$ cat src/rtl/uart_pkg.sv
// Shared UART definitions: state encodings, default bit timing and parity helpers.
// Used by both the transmit and receive sides.
package uart_pkg;

  typedef enum logic [2:0] {
    IDLE     = 3'b000,
    START_B  = 3'b001,
    DATA_B   = 3'b011,
    PARITY_B = 3'b010,
    STOP_B   = 3'b110
  } state_e;

  // 50 MHz system clock, 9600 baud
  localparam int unsigned BAUD_DIV_DEFAULT = 5208;

  localparam int unsigned PAR_MODE_EVEN = 0;
  localparam int unsigned PAR_MODE_ODD  = 1;

  // Narrower data words are zero-extended by the caller, which leaves the XOR unchanged.
  function automatic logic frame_parity(input logic [7:0] data, input logic odd);
    return (^data) ^ odd;
  endfunction

endpackage

$ cat src/rtl/uart_tx_frame_if.sv
// Request/serial-line bundle between the debouncer side and the UART transmitter.
interface uart_tx_frame_if #(
  parameter int unsigned DATA_BITS = 8
);
  logic                 Start;
  logic [DATA_BITS-1:0] Data_In;
  logic                 Tx;
  logic                 Busy;
  logic                 Done;

  modport master (output Start, output Data_In, input Tx, input Busy, input Done);
  modport slave  (input Start, input Data_In, output Tx, output Busy, output Done);
endinterface

$ cat src/rtl/uart_baud_tick.sv
// Free-running bit-period divider; restarted at frame start so bit edges align to the start bit.
module uart_baud_tick #(
  parameter int unsigned BAUD_DIV = 5208
) (
  input  logic Clock,
  input  logic Reset,
  input  logic clear,
  output logic bit_end
);
  localparam int unsigned CNT_W = 16;

  logic [CNT_W-1:0] cnt_q, cnt_d;

  assign bit_end = (cnt_q == CNT_W'(BAUD_DIV - 1));

  always_comb begin
    cnt_d = cnt_q + 1'b1;
    if (clear || bit_end) begin
      cnt_d = '0;
    end
  end

  always_ff @(posedge Clock or posedge Reset) begin
    if (Reset) begin
      cnt_q <= '0;
    end else begin
      cnt_q <= cnt_d;
    end
  end
endmodule

$ cat src/rtl/uart_tx_frame.sv
// UART transmit serializer: start bit, LSB-first data, optional parity, 1-2 stop bits.
// Tx/Busy/Done all come straight from flops.
module uart_tx_frame
  import uart_pkg::*;
#(
  parameter int unsigned BAUD_DIV   = BAUD_DIV_DEFAULT,
  parameter int unsigned DATA_BITS  = 8,
  parameter int unsigned PARITY_EN  = 1,
  parameter int unsigned PARITY_ODD = PAR_MODE_EVEN,
  parameter int unsigned STOP_BITS  = 1
) (
  input  logic             Clock,
  input  logic             Reset,
  uart_tx_frame_if.slave   bus
);
  state_e               state_q, state_d;
  logic [DATA_BITS-1:0] shift_q, shift_d;
  logic [2:0]           idx_q, idx_d;
  logic                 stop_q, stop_d;
  logic                 parity_q, parity_d;
  logic                 tx_q, tx_d;
  logic                 busy_q, busy_d;
  logic                 done_q, done_d;
  logic                 clear;
  logic                 bit_end;

  uart_baud_tick #(.BAUD_DIV(BAUD_DIV)) u_tick (
    .Clock   (Clock),
    .Reset   (Reset),
    .clear   (clear),
    .bit_end (bit_end)
  );

  always_comb begin
    state_d  = state_q;
    shift_d  = shift_q;
    idx_d    = idx_q;
    stop_d   = stop_q;
    parity_d = parity_q;
    tx_d     = tx_q;
    busy_d   = busy_q;
    done_d   = 1'b0;
    clear    = 1'b0;
    unique case (state_q)
      IDLE: begin
        tx_d   = 1'b1;
        busy_d = 1'b0;
        // The state is already IDLE during the Done cycle; a Start there is still refused.
        if (bus.Start && !done_q) begin
          shift_d  = bus.Data_In;
          parity_d = frame_parity(8'(bus.Data_In), 1'(PARITY_ODD));
          idx_d    = '0;
          stop_d   = 1'b0;
          busy_d   = 1'b1;
          tx_d     = 1'b0;
          clear    = 1'b1;
          state_d  = START_B;
        end
      end
      START_B: begin
        if (bit_end) begin
          tx_d    = shift_q[0];
          state_d = DATA_B;
        end
      end
      DATA_B: begin
        if (bit_end) begin
          shift_d = shift_q >> 1;
          if (idx_q == 3'(DATA_BITS - 1)) begin
            idx_d = '0;
            if (PARITY_EN != 0) begin
              tx_d    = parity_q;
              state_d = PARITY_B;
            end else begin
              tx_d    = 1'b1;
              state_d = STOP_B;
            end
          end else begin
            idx_d = idx_q + 1'b1;
            tx_d  = shift_q[1];
          end
        end
      end
      PARITY_B: begin
        if (bit_end) begin
          tx_d    = 1'b1;
          state_d = STOP_B;
        end
      end
      STOP_B: begin
        tx_d = 1'b1;
        if (bit_end) begin
          if (stop_q == 1'(STOP_BITS - 1)) begin
            stop_d  = 1'b0;
            busy_d  = 1'b0;
            done_d  = 1'b1;
            state_d = IDLE;
          end else begin
            stop_d = 1'b1;
          end
        end
      end
      default: begin
        tx_d    = 1'b1;
        busy_d  = 1'b0;
        state_d = IDLE;
      end
    endcase
  end

  always_ff @(posedge Clock or posedge Reset) begin
    if (Reset) begin
      state_q  <= IDLE;
      shift_q  <= '0;
      idx_q    <= '0;
      stop_q   <= 1'b0;
      parity_q <= 1'b0;
      tx_q     <= 1'b1;
      busy_q   <= 1'b0;
      done_q   <= 1'b0;
    end else begin
      state_q  <= state_d;
      shift_q  <= shift_d;
      idx_q    <= idx_d;
      stop_q   <= stop_d;
      parity_q <= parity_d;
      tx_q     <= tx_d;
      busy_q   <= busy_d;
      done_q   <= done_d;
    end
  end

  assign bus.Tx   = tx_q;
  assign bus.Busy = busy_q;
  assign bus.Done = done_q;
endmodule

$ cat src/flat_wrapper.sv
// flat-port wrapper written by rule: the top's interface ports become plain ports
module uart_tx_frame_flat import uart_pkg::*;
#(
  parameter int unsigned BAUD_DIV   = BAUD_DIV_DEFAULT,
  parameter int unsigned DATA_BITS  = 8,
  parameter int unsigned PARITY_EN  = 1,
  parameter int unsigned PARITY_ODD = PAR_MODE_EVEN,
  parameter int unsigned STOP_BITS  = 1
)
  (Clock, Reset, bus_Start, bus_Data_In, bus_Tx, bus_Busy, bus_Done);
  uart_tx_frame_if #(.DATA_BITS(DATA_BITS)) bus_i ();
  input  logic Clock;
  input  logic Reset;
  input wire logic [$bits(bus_i.Start)-1:0] bus_Start;
  input wire logic [$bits(bus_i.Data_In)-1:0] bus_Data_In;
  output wire logic [$bits(bus_i.Tx)-1:0] bus_Tx;
  output wire logic [$bits(bus_i.Busy)-1:0] bus_Busy;
  output wire logic [$bits(bus_i.Done)-1:0] bus_Done;
  assign bus_i.Start = bus_Start;
  assign bus_i.Data_In = bus_Data_In;
  assign bus_Tx = bus_i.Tx;
  assign bus_Busy = bus_i.Busy;
  assign bus_Done = bus_i.Done;
  uart_tx_frame #(.BAUD_DIV(BAUD_DIV), .DATA_BITS(DATA_BITS), .PARITY_EN(PARITY_EN), .PARITY_ODD(PARITY_ODD), .STOP_BITS(STOP_BITS)) u_core (.Clock(Clock), .Reset(Reset), .bus(bus_i));
endmodule
$ cat config.mk
export PLATFORM = sky130hd
export DESIGN_NAME = uart_tx_frame_flat
export DESIGN_NICKNAME = d
export VERILOG_FILES = /design/src/rtl/uart_pkg.sv /design/src/rtl/uart_tx_frame_if.sv /design/src/rtl/uart_baud_tick.sv /design/src/rtl/uart_tx_frame.sv /design/src/flat_wrapper.sv
export SDC_FILE = /design/constraint.sdc
export NUM_CORES = 1
export LEC_CHECK = 0
export CORE_MARGIN = 10
export CORE_UTILIZATION = 45
export CTS_BUF_LIST = sky130_fd_sc_hd__clkbuf_8
export CTS_CLUSTER_DIAMETER = 50
export DETAILED_ROUTE_END_ITERATION = 10
export PLACE_DENSITY = 0.68
export SLEW_MARGIN = 20
export SYNTH_ARGS = -nofsm -noshare
export SYNTH_HDL_FRONTEND = slang
export SYNTH_SLANG_ARGS = --single-unit
$ cat constraint.sdc
create_clock -name Clock -period 2.1 [get_ports Clock]
set_input_delay 0.63 -clock Clock [delete_from_list [all_inputs] [get_ports Clock]]
set_output_delay 0.63 -clock Clock [all_outputs]
set_load 0.005 [all_outputs]
==> implementation parameters <==
Parameter                              Value

Pwr
  Max IR drop VDD    around 380 uV
  P_leak    0.8231 nW
  Power per Cell Area    slightly above 800 nW/um^2
  Total chip power    ~1.7 mW

Setup path
  Path length in cells of the critical path    1
  Reg-to-reg critical path endpoint    u_core.bus.Tx
  Kind of cell adding the most delay to the critical path    flip-flops
  Worst-path maximum fanout    2
  Worst EP arrival    1.31 ns
  Critical-path cell with the highest stage delay    dfstp_2
  Worst setup SP type    flop
  Setup slack, reg-to-reg    between 0.15 and 0.2 ns
  Buffers and inverters on the worst path    1
  Launch point of the worst reg-to-reg path    u_core.idx_q[0]
  Kind of end point of the critical path    output pin
  Ordered list of cells on the worst path    clkdlybuf4s50_1
  Setup Crit Path Kind    flop to output pin
  Maximum single-stage delay on the critical path    about 0.53 ns
  Crit path to    bus_Tx
  Required time worst endpoint    between 1 and 1.5 ns
  Cell count of the worst reg-to-reg path    5
  Crit path launch    u_core.bus.Tx

Logic synthesis
  Most instantiated cells after synthesis    33 x dfrtp_1, 20 x xnor2_1, 19 x nor2_1
  Largest family of logic cells by synthesized area    simple AND/OR/NAND/NOR gates
  Most frequently used flop master after synthesis    dfrtp_1
  Mean instance size in the synthesized netlist    10.83 um^2
  Number of enable-type register cells in the synthesized netlist    0
  Count of mapped cells out of synthesis    ~160
  Area share of and/or/nand/nor cells after synthesis    roughly a quarter
  Dominant cell type by area after synthesis    dfrtp_1
  Post-synthesis instance area    1777 um^2
  Number of warning messages in the yosys log    0
  Number of storage elements in the synthesis netlist    34
  Post-Synthesis Net Count    roughly 180
  Complex-gate fraction of the synthesized area    a little under an eighth
  Adder and majority cell fraction of the synthesized area    2.113%
  Fraction of synthesized cell area taken by the top area cell type    46.48%
  Cell with the most instances after synthesis    dfrtp_1
  Mux share of post-synthesis cell area    less than 1%
  Synth Area in XOR/XNOR    10.85%
  Portion of the post-synthesis area used by sequential elements    47.96%
  Post-synth ARST share    between 90% and 100%
  Leading post-synthesis cells by cell area    dfrtp_1 46%, xnor2_1 9.9%, nor2_1 4.0%
  Number of library cell types mapped by synthesis    42

Timing
  F_max    between 500 and 600 MHz
  Fin crit period    ~1.9 ns
  Final WS setup    approximately 0.16 ns
  RSZ-0062 raised after global routing    false
  Post-Route Setup TNS    0 ns
  Final worst clock skew    between 0.01 and 0.015 ns
  Endpoints failing setup    0
  Final Hold Viols    0
  Post-route fraction of the period consumed by the critical path    between 90% and 100%
  Measured slew at the worst slew-check pin    0.5081 ns
  Slew HR    between 60 and 70%
  Max-slew violation total from the final report    0

Drt
  Detailed router's first-iteration violation count    65
  DR WL/cell    approximately 16 um
  Final WL    roughly 3.7 mm
  Via-per-instance ratio    5.543
  Final antenna-violating net count    0
  Routed via count    approximately 1300
  Drc violations    0
  Iteration count of the initial detailed-routing pass    4

Global route
  Number of global-route vias before repair    between 1000 and 1500
  Aggregate global routing overflow    0
  Initial antenna violation count    0
  All-layer global routing usage    between 10 and 15%
  First-pass GRT wire length    6.548 mm
  Pin count of the biggest net entering global routing    25

Floorplan
  Die Y-Extent    just over 80 um
  Initial core utilization    around 47%
  Row count    22
  Die Footprint    between 6000 and 7000 um^2
  Num ports    14
  Core Footprint    ~3700 um^2
  Horiz. Die Dim    ~83 um

Finish
  Number of diodes added for antenna fixing    0
  Layout Nets    roughly 200
  Area growth, synth to finish    15.56%
  Fraction of layout instances using a drive strength above 1    a little under an eighth

Placed design
  Weighted congestion reported at the end of routability-driven placement    approximately 0.76
  Placement-stage worst setup slack    -0.04404 ns
  Dpl hpwl    around 2.7 mm
  Buffers added on ports    13

Clocking
  # hold bufs at CTS    0
  Post_cts resized    0
  Source-to-sink clock delay at the later pin of the worst-skew pair    0.29 ns
  H-tree Lvls    2
  Number of sinks driven by the clock tree    34
  Number of post-CTS setup repair buffers    0
  Clock tree from TritonCTS    yes
  Number of buffers created by CTS    5
  Clock slew at the register clock pins of the worst setup and hold paths    0.06 ns
  Worst-case clock buffer depth    2
  Root buffer cell    clkbuf_8

Hold path
  Class of the tightest hold or removal check    flop to flop
  Hold depth    1
  Start point of the worst min-delay path    u_core.u_tick.cnt_q[0]

Status
  Outcome    completed

Flow run
  Max-capacitance violation count    0
layout make-up:
| class | count | area (um^2) |
|---|---|---|
| fill | 343 | 1690 |
| multi-input combinational | 118 | 865.8 |
| sequential | 34 | 852.1 |
| timing repair buffer | 16 | 165.2 |
| clock buffer | 5 | 68.82 |
| tap | 48 | 60.06 |
| inverter | 8 | 30.03 |
| clock inverter | 3 | 11.26 |
placed cells by master (no fill, tap or decap), types with 2 or more instances in the layout:
master	count
xor2_1	2
xnor2_1	20
nor4_1	5
inv_1	11
clkbuf_8	5
nand2b_1	8
a21oi_1	5
nand2_1	5
clkdlybuf4s50_1	13
dfrtp_1	33
nor2_1	19
nor3_1	8
nand4_1	3
a31o_2	2
nand3_2	2
ha_1	3
and3_1	3
nor2b_1	2
buf_4	2
nand3_1	5
o221a_1	6
how the worst min path moves through the flow:
stage	slack [ns]	endpoint
after CTS	0.50	u_core.u_tick.cnt_q[0]
after floorplan	0.44	u_core.u_tick.cnt_q[0]
after detailed placement	0.48	u_core.u_tick.cnt_q[0]
final	0.50	u_core.u_tick.cnt_q[0]
after global placement	0.47	u_core.u_tick.cnt_q[0]
after global routing	0.52	u_core.u_tick.cnt_q[0]
metal layers:
metal	GRT usage [%]	up-vias	wire (um)
li1	-	621	-
met1	13.49	634	1702
met2	18.09	23	1832
met3	4.492	8	141
met4	3.538	0	55
met5	0	-	0
per-stage QoR:
stage / hold slack, ns / instance area [um^2] / std cells / util [%]
floorplan: 0.4446 / 1777 / 164 / -
global placement: 0.4741 / 1973 / 224 / 52.71
detailed placement: 0.4850 / 1973 / 224 / 52.71
CTS: 0.5006 / 2053 / 232 / 54.85
global route: 0.5166 / 2053 / 232 / 54.85
finish: 0.5028 / 2053 / 232 / 54.85
power by group:
group / internal (mW) / switching [mW] / leakage [nW]
sequential: 0.750 / 0.116 / 0.428
clock: 0.220 / 0.222 / 0.0519
combinational: 0.185 / 0.158 / 0.343
total: 1.16 / 0.496 / 0.823
flip-flops by register name (all words and copies together) (netlist names):
register             flops
u_core.bus.Busy          1
u_core.bus.Done          1
u_core.bus.Tx            1
u_core.idx_q             3
u_core.parity_q          1
u_core.shift_q           8
u_core.state_q           3
u_core.u_tick.cnt_q     16
logic make-up after synthesis:
kind of cell | count (synthesis)
fa+ha+maj | 3
mux | 1
compound gates | 23
simple gates | 69
buf+inv | 12
flops | 34
xor+xnor | 22
(Power assumes the default switching activity.)
